### src/rtl/tcon_pkg.sv
// Shared types for the transfer-controller word buffer.
// TCON_WORD_BUFFER_PARITY_EN adds a stored parity bit to each entry.
package tcon_pkg;

    localparam int TCON_WIDTH     = 8;
    localparam int TCON_BUF_DEPTH = 4;

    typedef enum logic [1:0] {
        ST_EMPTY   = 2'd0,
        ST_PARTIAL = 2'd1,
        ST_FULL    = 2'd2
    } tcon_buf_state_t;

    typedef struct packed {
        logic                  sel;
        logic [TCON_WIDTH-1:0] sel_word;
        logic [TCON_WIDTH-1:0] pass_word;
`ifdef TCON_WORD_BUFFER_PARITY_EN
        logic                  parity;
`endif
    } tcon_entry_t;

endpackage

### src/rtl/tcon_buf_ctrl.sv
// Pointer, occupancy and overflow control for the word buffer.
// Tells the top when and from where to reload the registered head.
module tcon_buf_ctrl
    import tcon_pkg::*;
#(
    parameter int DEPTH = TCON_BUF_DEPTH
) (
    input  logic                     clk,
    input  logic                     rst,
    input  logic                     in_valid,
    input  logic                     out_ready,
    output logic                     in_ready,
    output logic                     out_valid,
    output logic                     push,
    output logic                     pop,
    output logic                     load_head,
    output logic                     head_from_in,
    output logic [$clog2(DEPTH)-1:0] wr_ptr,
    output logic [$clog2(DEPTH)-1:0] rd_next,
    output logic [$clog2(DEPTH):0]   count,
    output tcon_buf_state_t          state,
    output logic                     drop_err
);

    localparam int AW = $clog2(DEPTH);
    localparam logic [AW:0] LAST = (AW+1)'(DEPTH - 1);

    tcon_buf_state_t state_nxt;
    logic [AW-1:0]   rd_ptr;
    logic [AW:0]     count_nxt;

    assign in_ready  = (state != ST_FULL);
    assign out_valid = (state != ST_EMPTY);
    assign push      = in_valid && in_ready && !rst;
    assign pop       = out_valid && out_ready && !rst;
    assign rd_next   = rd_ptr + AW'(pop);

    always_comb begin
        count_nxt = count;
        case ({push, pop})
            2'b10:   count_nxt = count + 1'b1;
            2'b01:   count_nxt = count - 1'b1;
            default: count_nxt = count;
        endcase
    end

    // Head comes straight from the input when nothing older survives the pop.
    always_comb begin
        head_from_in = (count == '0) || (count == (AW+1)'(1) && pop);
        load_head    = (push && count == '0) || (pop && count_nxt != '0);
    end

    always_comb begin
        state_nxt = state;
        unique case (state)
            ST_EMPTY:
                if (push) state_nxt = ST_PARTIAL;
            ST_PARTIAL:
                if (push && !pop && count == LAST)
                    state_nxt = ST_FULL;
                else if (pop && !push && count == (AW+1)'(1))
                    state_nxt = ST_EMPTY;
            ST_FULL:
                if (pop) state_nxt = ST_PARTIAL;
            default:
                state_nxt = ST_EMPTY;
        endcase
    end

    always_ff @(posedge clk) begin
        if (rst) begin
            state    <= ST_EMPTY;
            count    <= '0;
            wr_ptr   <= '0;
            rd_ptr   <= '0;
            drop_err <= 1'b0;
        end else begin
            state  <= state_nxt;
            count  <= count_nxt;
            rd_ptr <= rd_next;
            if (push) wr_ptr <= wr_ptr + 1'b1;
            if (in_valid && !in_ready) drop_err <= 1'b1;
        end
    end

endmodule

### src/rtl/tcon_word_buffer.sv
// FIFO buffer for transfer-controller results with a registered head.
// TCON_WORD_BUFFER_PARITY_EN adds out_parity.
module tcon_word_buffer
    import tcon_pkg::*;
#(
    parameter int WIDTH = TCON_WIDTH,
    parameter int DEPTH = TCON_BUF_DEPTH
) (
    input  logic                     clk,
    input  logic                     rst,
    input  logic                     in_valid,
    input  logic                     in_sel,
    input  logic [WIDTH-1:0]         in_sel_word,
    input  logic [WIDTH-1:0]         in_pass_word,
    output logic                     in_ready,
    output logic                     out_valid,
    input  logic                     out_ready,
    output logic [2*WIDTH-1:0]       out_data,
    output logic                     out_sel,
    output logic [$clog2(DEPTH):0]   count,
    output logic                     drop_err
`ifdef TCON_WORD_BUFFER_PARITY_EN
    ,
    output logic                     out_parity
`endif
);

    localparam int AW = $clog2(DEPTH);

    logic            push;
    logic            pop;
    logic            load_head;
    logic            head_from_in;
    logic [AW-1:0]   wr_ptr;
    logic [AW-1:0]   rd_next;
    tcon_buf_state_t state;
    tcon_entry_t     wr_entry;
    tcon_entry_t     head;
    tcon_entry_t     mem [DEPTH];

    tcon_buf_ctrl #(
        .DEPTH(DEPTH)
    ) u_ctrl (
        .clk         (clk),
        .rst         (rst),
        .in_valid    (in_valid),
        .out_ready   (out_ready),
        .in_ready    (in_ready),
        .out_valid   (out_valid),
        .push        (push),
        .pop         (pop),
        .load_head   (load_head),
        .head_from_in(head_from_in),
        .wr_ptr      (wr_ptr),
        .rd_next     (rd_next),
        .count       (count),
        .state       (state),
        .drop_err    (drop_err)
    );

    always_comb begin
        wr_entry           = '0;
        wr_entry.sel       = in_sel;
        wr_entry.sel_word  = in_sel_word;
        wr_entry.pass_word = in_pass_word;
`ifdef TCON_WORD_BUFFER_PARITY_EN
        wr_entry.parity    = ^{in_sel, in_sel_word, in_pass_word};
`endif
    end

    always_ff @(posedge clk) begin
        if (push) mem[wr_ptr] <= wr_entry;
    end

    // Head register holds its value while empty.
    always_ff @(posedge clk) begin
        if (rst)
            head <= '0;
        else if (load_head)
            head <= head_from_in ? wr_entry : mem[rd_next];
    end

    assign out_data = {head.sel_word, head.pass_word};
    assign out_sel  = head.sel;
`ifdef TCON_WORD_BUFFER_PARITY_EN
    assign out_parity = head.parity;
`endif

endmodule

### config.mk
export PLATFORM = sky130hd
export DESIGN_NAME = tcon_word_buffer
export DESIGN_NICKNAME = d
export VERILOG_FILES = /design/src/rtl/tcon_pkg.sv /design/src/rtl/tcon_buf_ctrl.sv /design/src/rtl/tcon_word_buffer.sv
export SDC_FILE = /design/constraint.sdc
export NUM_CORES = 1
export LEC_CHECK = 0
export ABC_CLOCK_PERIOD_IN_PS = 3700
export CAP_MARGIN = 5
export CORE_MARGIN = 4
export CORE_UTILIZATION = 55
export CTS_BUF_LIST = sky130_fd_sc_hd__clkbuf_8
export DETAILED_ROUTE_END_ITERATION = 6
export DONT_BUFFER_PORTS = 1
export HOLD_SLACK_MARGIN = 0.05
export PLACE_DENSITY = 0.7
export SLEW_MARGIN = 10
export SYNTH_ARGS = -nofsm -noshare
export SYNTH_HDL_FRONTEND = slang
export SYNTH_SLANG_ARGS = --single-unit
### constraint.sdc
create_clock -name clk -period 3.7 [get_ports clk]
set_input_delay 0.74 -clock clk [delete_from_list [all_inputs] [get_ports clk]]
set_output_delay 0.74 -clock clk [all_outputs]
set_load 0.005 [all_outputs]
== After elaboration in Yosys (flattened, before gate mapping) ==
Memories as Yosys holds them, arrays and structs flattened.
Index checks and enable logic that the tools add are counted.

* Add/subtract/negate cells: 4
* Equality and inequality tests: 10
* Multiplexer cells: 9
* Reduce and logical (&&, ||, !) cells: 23

{| class="wikitable"
|+ Operators with widths
! operator !! count
|-
| 2-to-1 mux 17 bit || 1
|-
| logical AND 1 bit || 12
|-
| 2-to-1 mux 2 bit || 4
|-
| one-hot mux 2 bit (3 select lines) || 1
|-
| one-hot mux 3 bit (2 select lines) || 1
|-
| == test 2 x 1 -> 1 bit, second input constant || 2
|-
| == test 2 bit, second input constant || 2
|-
| zero test 1 bit || 4
|-
| inequality test 2 x 1 -> 1 bit, second input constant || 2
|-
| adder 3 x 1 -> 3 bit, second input constant || 1
|-
| == test 3 x 1 -> 1 bit, second input constant || 1
|-
| == test 3 x 2 -> 1 bit, second input constant || 1
|-
| zero test 3 bit || 1
|-
| inequality test 3 x 1 -> 1 bit, second input constant || 1
|-
| AND reduction 3 bit || 1
|-
| nonzero test 3 bit || 1
|-
| subtractor 3 x 1 -> 3 bit, second input constant || 1
|-
| adder 2 x 1 -> 2 bit || 1
|-
| adder 2 x 1 -> 2 bit, second input constant || 1
|-
| zero test 2 bit || 1
|-
| logical OR 1 bit || 2
|-
| 2-to-1 mux 1 bit || 2
|-
| inequality test 2 bit, second input constant || 1
|-
| nonzero test 2 bit || 1
|}

* Logic and storage cells: 55
* Flip-flop bits (word level): 27
* Input bits: 21
* Bits in writable memories: 68
* Output and inout bits: 23
* Memories: 1

{| class="wikitable"
|+ Memory list
! memory !! depth !! width !! rd ports !! clocked after memory_dff !! wr ports !! line !! RTL
|-
| mem || 4 || 17 || 1 || 0 || 1 || tcon_word_buffer.sv:39 || <nowiki>tcon_entry_t mem [DEPTH];</nowiki>
|}

== Logic depth before layout (Yosys ltp) ==
* Word-level depth: 9
* Mapped depth: 14
* Gate-level depth less buffers: 10

== Cells and area by module ==
Synthesis repeated with hierarchy kept, for this count alone.

* Cells, all modules: 268
* Area total of the unflattened synthesis: 3,960.0 um^2

{| class="wikitable"
|+ Modules (own cells, without submodules)
! module !! area an instance (um^2) !! cells an instance !! seq. area each (um^2) !! times used
|-
| tcon_word_buffer || 3,315.7 || 192 || 2,382.3 || 1
|-
| tcon_buf_ctrl || 644.4 || 76 || 200.2 || 1
|}

== Least setup slack after synthesis ==
OpenSTA, ideal clock, no wires.

* Kind: input port to flip-flop
* From: input rst
* To: register head (netlist bit out_data[10])
* Library setup time: 0.142 ns
* Required time: 3.558 ns
* Arrival: 3.052 ns
* Stages: 11
* Path buffers: 5
* Path slack: 0.506 ns
* Path through: buf_2 > inv_1 > and3_1 > buf_2 > buf_2 > ha_1 > buf_2 > buf_2 > mux4_2 > mux2i_1 > a211oi_2

* Elaborated cells between the ends (all ways): 15
* Classes of those cells: add/sub (1); eq/ne (2); mux (2); reduce/logical (9); memory (1)

{| class="wikitable"
|+ RTL lines
! element !! line !! RTL
|-
| from (decl) || tcon_word_buffer.sv:10 || <nowiki>input logic rst,</nowiki>
|-
| zero test 1 bit || tcon_buf_ctrl.sv:35 || <nowiki>assign pop = out_valid && out_ready && !rst;</nowiki>
|-
| logical AND 1 bit || tcon_buf_ctrl.sv:35 ||
|-
| adder 2 x 1 -> 2 bit || tcon_buf_ctrl.sv:36 || <nowiki>assign rd_next = rd_ptr + AW'(pop);</nowiki>
|-
| via rd_next[0] || tcon_word_buffer.sv:35 || <nowiki>logic [AW-1:0] rd_next;</nowiki>
|-
| memory read (4 x 17 bit) || -- ||
|-
| 2-to-1 mux 17 bit || tcon_word_buffer.sv:80 || <nowiki>head <= head_from_in ? wr_entry : mem[rd_next];</nowiki>
|-
| to (signal assigned) || tcon_word_buffer.sv:80 ||
|-
| to (decl) || tcon_word_buffer.sv:38 || <nowiki>tcon_entry_t head;</nowiki>
|}

The timed path passes the listed nets, and every way through them passes these cells.
A chain may end at the register's enable or synchronous reset.

== Worst setup path in the final report ==
* From: register u_ctrl.state[0]
* To: register head (netlist bit out_data[0])

* Longest elaborated chain between the ends: 8
* Elaborated cells between the ends (all ways): 18
* Classes of those cells: add/sub (1); eq/ne (3); mux (2); reduce/logical (11); memory (1)

{| class="wikitable"
|+ RTL lines
! element !! line !! RTL
|-
| from (decl) || tcon_buf_ctrl.sv:21 || <nowiki>output tcon_buf_state_t state,</nowiki>
|-
| from (signal assigned) || tcon_buf_ctrl.sv:78 || <nowiki>state <= state_nxt;</nowiki>
|-
| inequality test 2 bit (*) || tcon_buf_ctrl.sv:32 || <nowiki>assign in_ready = (state != ST_FULL);</nowiki>
|-
| via in_ready || tcon_word_buffer.sv:15 || <nowiki>output logic in_ready,</nowiki>
|-
| logical AND 1 bit (*) (2 in series) || tcon_buf_ctrl.sv:34 || <nowiki>assign push = in_valid && in_ready && !rst;</nowiki>
|-
| == test 2 x 1 -> 1 bit or == test 2 bit (tied branches) || tcon_buf_ctrl.sv:40 || <nowiki>case ({push, pop})</nowiki>
|-
| one-hot mux 3 bit (2 select lines) || tcon_buf_ctrl.sv:40 ||
|-
| nonzero test 3 bit || tcon_buf_ctrl.sv:50 || <nowiki>load_head = (push && count == '0) || (pop && count_nxt != '0);</nowiki>
|-
| logical AND 1 bit || tcon_buf_ctrl.sv:50 ||
|-
| logical OR 1 bit (*) || tcon_buf_ctrl.sv:50 ||
|}

The timed path passes the listed nets; every way through them passes the cells marked *.

==> out/qor.yml <==
grt_pass1_wl_um: 11700
arrival_ns: 2.99
ys_seq_elements: 95
nets: 286
dpl.cell_count: 341
syn_nets: 285
ys.warnings.count: 0
synth-async-reset-ratio_pct: 0
fin_skew_ns: 0.00918
dp_hpwl_um: 4850
synth_edf_count: 68
clk-insertion-delay-late_ns: 0.36
clkSinkCount: 95
drc: 0
cts_root_buf: "clkbuf_8"
maxSlewViolCount: 0
start_util_pct: 56.5
cp-start-kind: "flip-flop"
grt_max_degree: 28
status: "complete, no violations"
yosysSeqAreaShare_pct: 63.3
powerDensity_nw_per_um2: 496
cp-end-kind: "flip-flop"
firstDrtPassIters: 4
gp_congestion: 0.807
cts_buffers: 9
synth.distinct_cells: 37
antenna_found_initial: 0
path_class: "flip-flop to flip-flop"
portBuffers: 0
finalSetupTns_ns: 0
synthesis.area_um2: 4080
hold_class: "input pin to flip-flop"
dieArea_um2: 8860
clock_path_buffers: 2
grt_pass1_vias: 2169
core_um2: 7210
fp.dieH_um: 94.1
cts_tree: "done"
io_pins: 44
clkTransAtPathRegs_ns: 0.09
grt_usage_pct: 18.1
rows: 31
cts_setup_buffers: 0
ant_nets: 0
area_growth_pct: 7.52
worstPathRequired_ns: 3.93
maxSlewHeadroom_pct: 34.5
ctsHoldBuffers: 0
drive_gt1_share_pct: 21.7
htree_num_levels: 3
setup_violations: 0
avgRoutedWirePerCell_um: 21.2
synth_area_per_cell_um2: 16.2
cp_slowest_cell: "dfxtp_1"
syn_inst: 252
diodes: 0
worstMarginPinSlew_ns: 0.983
vdd_ir_drop_max_mv: 0.279
drtIter0Drc: 75
wirelength_um: 7580
via_per_inst: 6.03
crit_chain: "nand2b_1, nand2_1, nor2_2, buf_4, ha_1, nand2b_1, o22ai_1, o211ai_2, buf_4, a22o_1, buf_4, a211oi_1"
cpMostUsedCell: "buf_4"
drv_cap: 0
hold_viol_final: 0
fin_crit_ns: 2.76
path_max_fanout: 23
cts-resized-gates: 0
synth_ff_type: "edfxtp_1"
finalNonFillerCells: 357
power_mw: 2.18
rsz0062_at_grt: "no"
fp.dieW_um: 94.1
fmax_ghz: 0.363
period_share_pct: 74.5
fin_util_pct: 60.8
leakagePower_nw: 1.50
via_count: 2151
slowest_delay_ns: 0.37
grt.overflow.total: 0
[kinds of logic (layout without fill, tap and decap cells)]
logic type                 count (synthesis)  count (layout)  synth area share [%]
AOI/OAI and AO/OA                         52              52                  11.2
and+or+nand+nor                           29              29                  4.11
muxes                                     35              35                  13.8
buffers and inverters                     27              33                  3.31
adders and majority gates                 12              12                  3.68
xor gates and xnor gates                   2               2                 0.614
DFF                                       95              95                  63.3
[final timing paths]
path,start,endpoint,slack (ns),depth (start not counted)
worst max-delay path,u_ctrl.state[0],out_data[0],0.94,12
worst min-delay path,rst,out_data[5],0.44,1
worst max register to register,u_ctrl.state[0],out_data[0],0.94,12
worst min register to register,u_ctrl.wr_ptr[1],u_ctrl.wr_ptr[1],0.51,2
[power by group]
part | switching, mW | total [mW] | leakage (nW) | internal, mW
combinational | 0.121 | 0.223 | 0.551 | 0.102
sequential | 0.0277 | 1.21 | 0.839 | 1.18
clock | 0.359 | 0.742 | 0.111 | 0.383
[state kept, by name (all words and copies together), names as in the netlist]
register,flops
mem,68
out_data,16
out_sel,1
u_ctrl.count,3
u_ctrl.drop_err,1
u_ctrl.rd_ptr,2
u_ctrl.state,2
u_ctrl.wr_ptr,2
[layout make-up]
| cell class | instances | area (um^2) |
|---|---|---|
| clock buffers | 9 | 124 |
| clock inverters | 7 | 97.6 |
| fillers | 560 | 2830 |
| inverters | 9 | 33.8 |
| multi-input cells | 130 | 1360 |
| flip-flops and latches | 95 | 2580 |
| well taps | 99 | 124 |
| repair buffers | 8 | 60.1 |
[cell usage in the layout (no fill, tap or decap), types with 2 or more instances in the layout]
cell | netlist | final
edfxtp_1 | 68 | 68
dfxtp_1 | 27 | 27
mux2i_1 | 18 | 18
mux4_2 | 17 | 17
a221oi_1 | 17 | 17
ha_1 | 12 | 12
a211oi_2 | 11 | 11
inv_1 | 9 | 10
clkbuf_8 | 0 | 9
a211oi_1 | 8 | 8
buf_4 | 0 | 8
a21oi_1 | 6 | 6
nand2b_1 | 5 | 5
and2_1 | 5 | 5
nor2_1 | 4 | 4
nand2_1 | 3 | 3
nand3_1 | 3 | 3
nor3b_1 | 2 | 2
nor2b_1 | 3 | 2
clkinv_4 | 0 | 2
bufinv_16 | 0 | 2
[layer usage]
| layer | track usage, % | share of wire [%] | up-vias |
|---|---|---|---|
| met5 | 0 | 0 | - |
| met4 | 8.42 | 1.6 | 0 |
| met1 | 22.9 | 42 | 1085 |
| met3 | 5.69 | 6.9 | 8 |
| met2 | 28.3 | 49 | 58 |
| li1 | - | - | 1000 |
[worst max-delay path, delay by kind of cell (launching register included)]
kind,cells,cell delay (ns)
AOI/OAI and AO/OA,4,0.52
adders and majority gates,1,0.32
buffers and inverters,3,0.78
DFF,1,0.37
and+or+nand+nor,4,0.62
[synth_stat cells (all sizes together), types with 3 or more instances]
master	count	share of area [%]
a211oi	19	4.8
a21oi	6	0.74
a221oi	17	3.7
and2	5	0.77
buf	14	2.1
clkbuf	4	0.37
dfxtp	27	13
edfxtp	68	50
ha	12	3.7
inv	9	0.83
mux2i	18	4.4
mux4	17	9.4
nand2	3	0.28
nand2b	5	0.77
nand3	3	0.37
nor2	6	0.80
nor2b	3	0.46
[metrics by stage]
stage,hold WS (ns),area (um^2),worst slack (ns)
2_1_floorplan,0.461,4080,0.506
3_3_place_gp,0.480,4160,0.821
3_5_place_dp,0.490,4160,0.802
4_1_cts,0.423,4380,0.926
5_1_grt,0.419,4390,0.752
6_report,0.436,4390,0.944
Power figures use the tool's default switching activity.
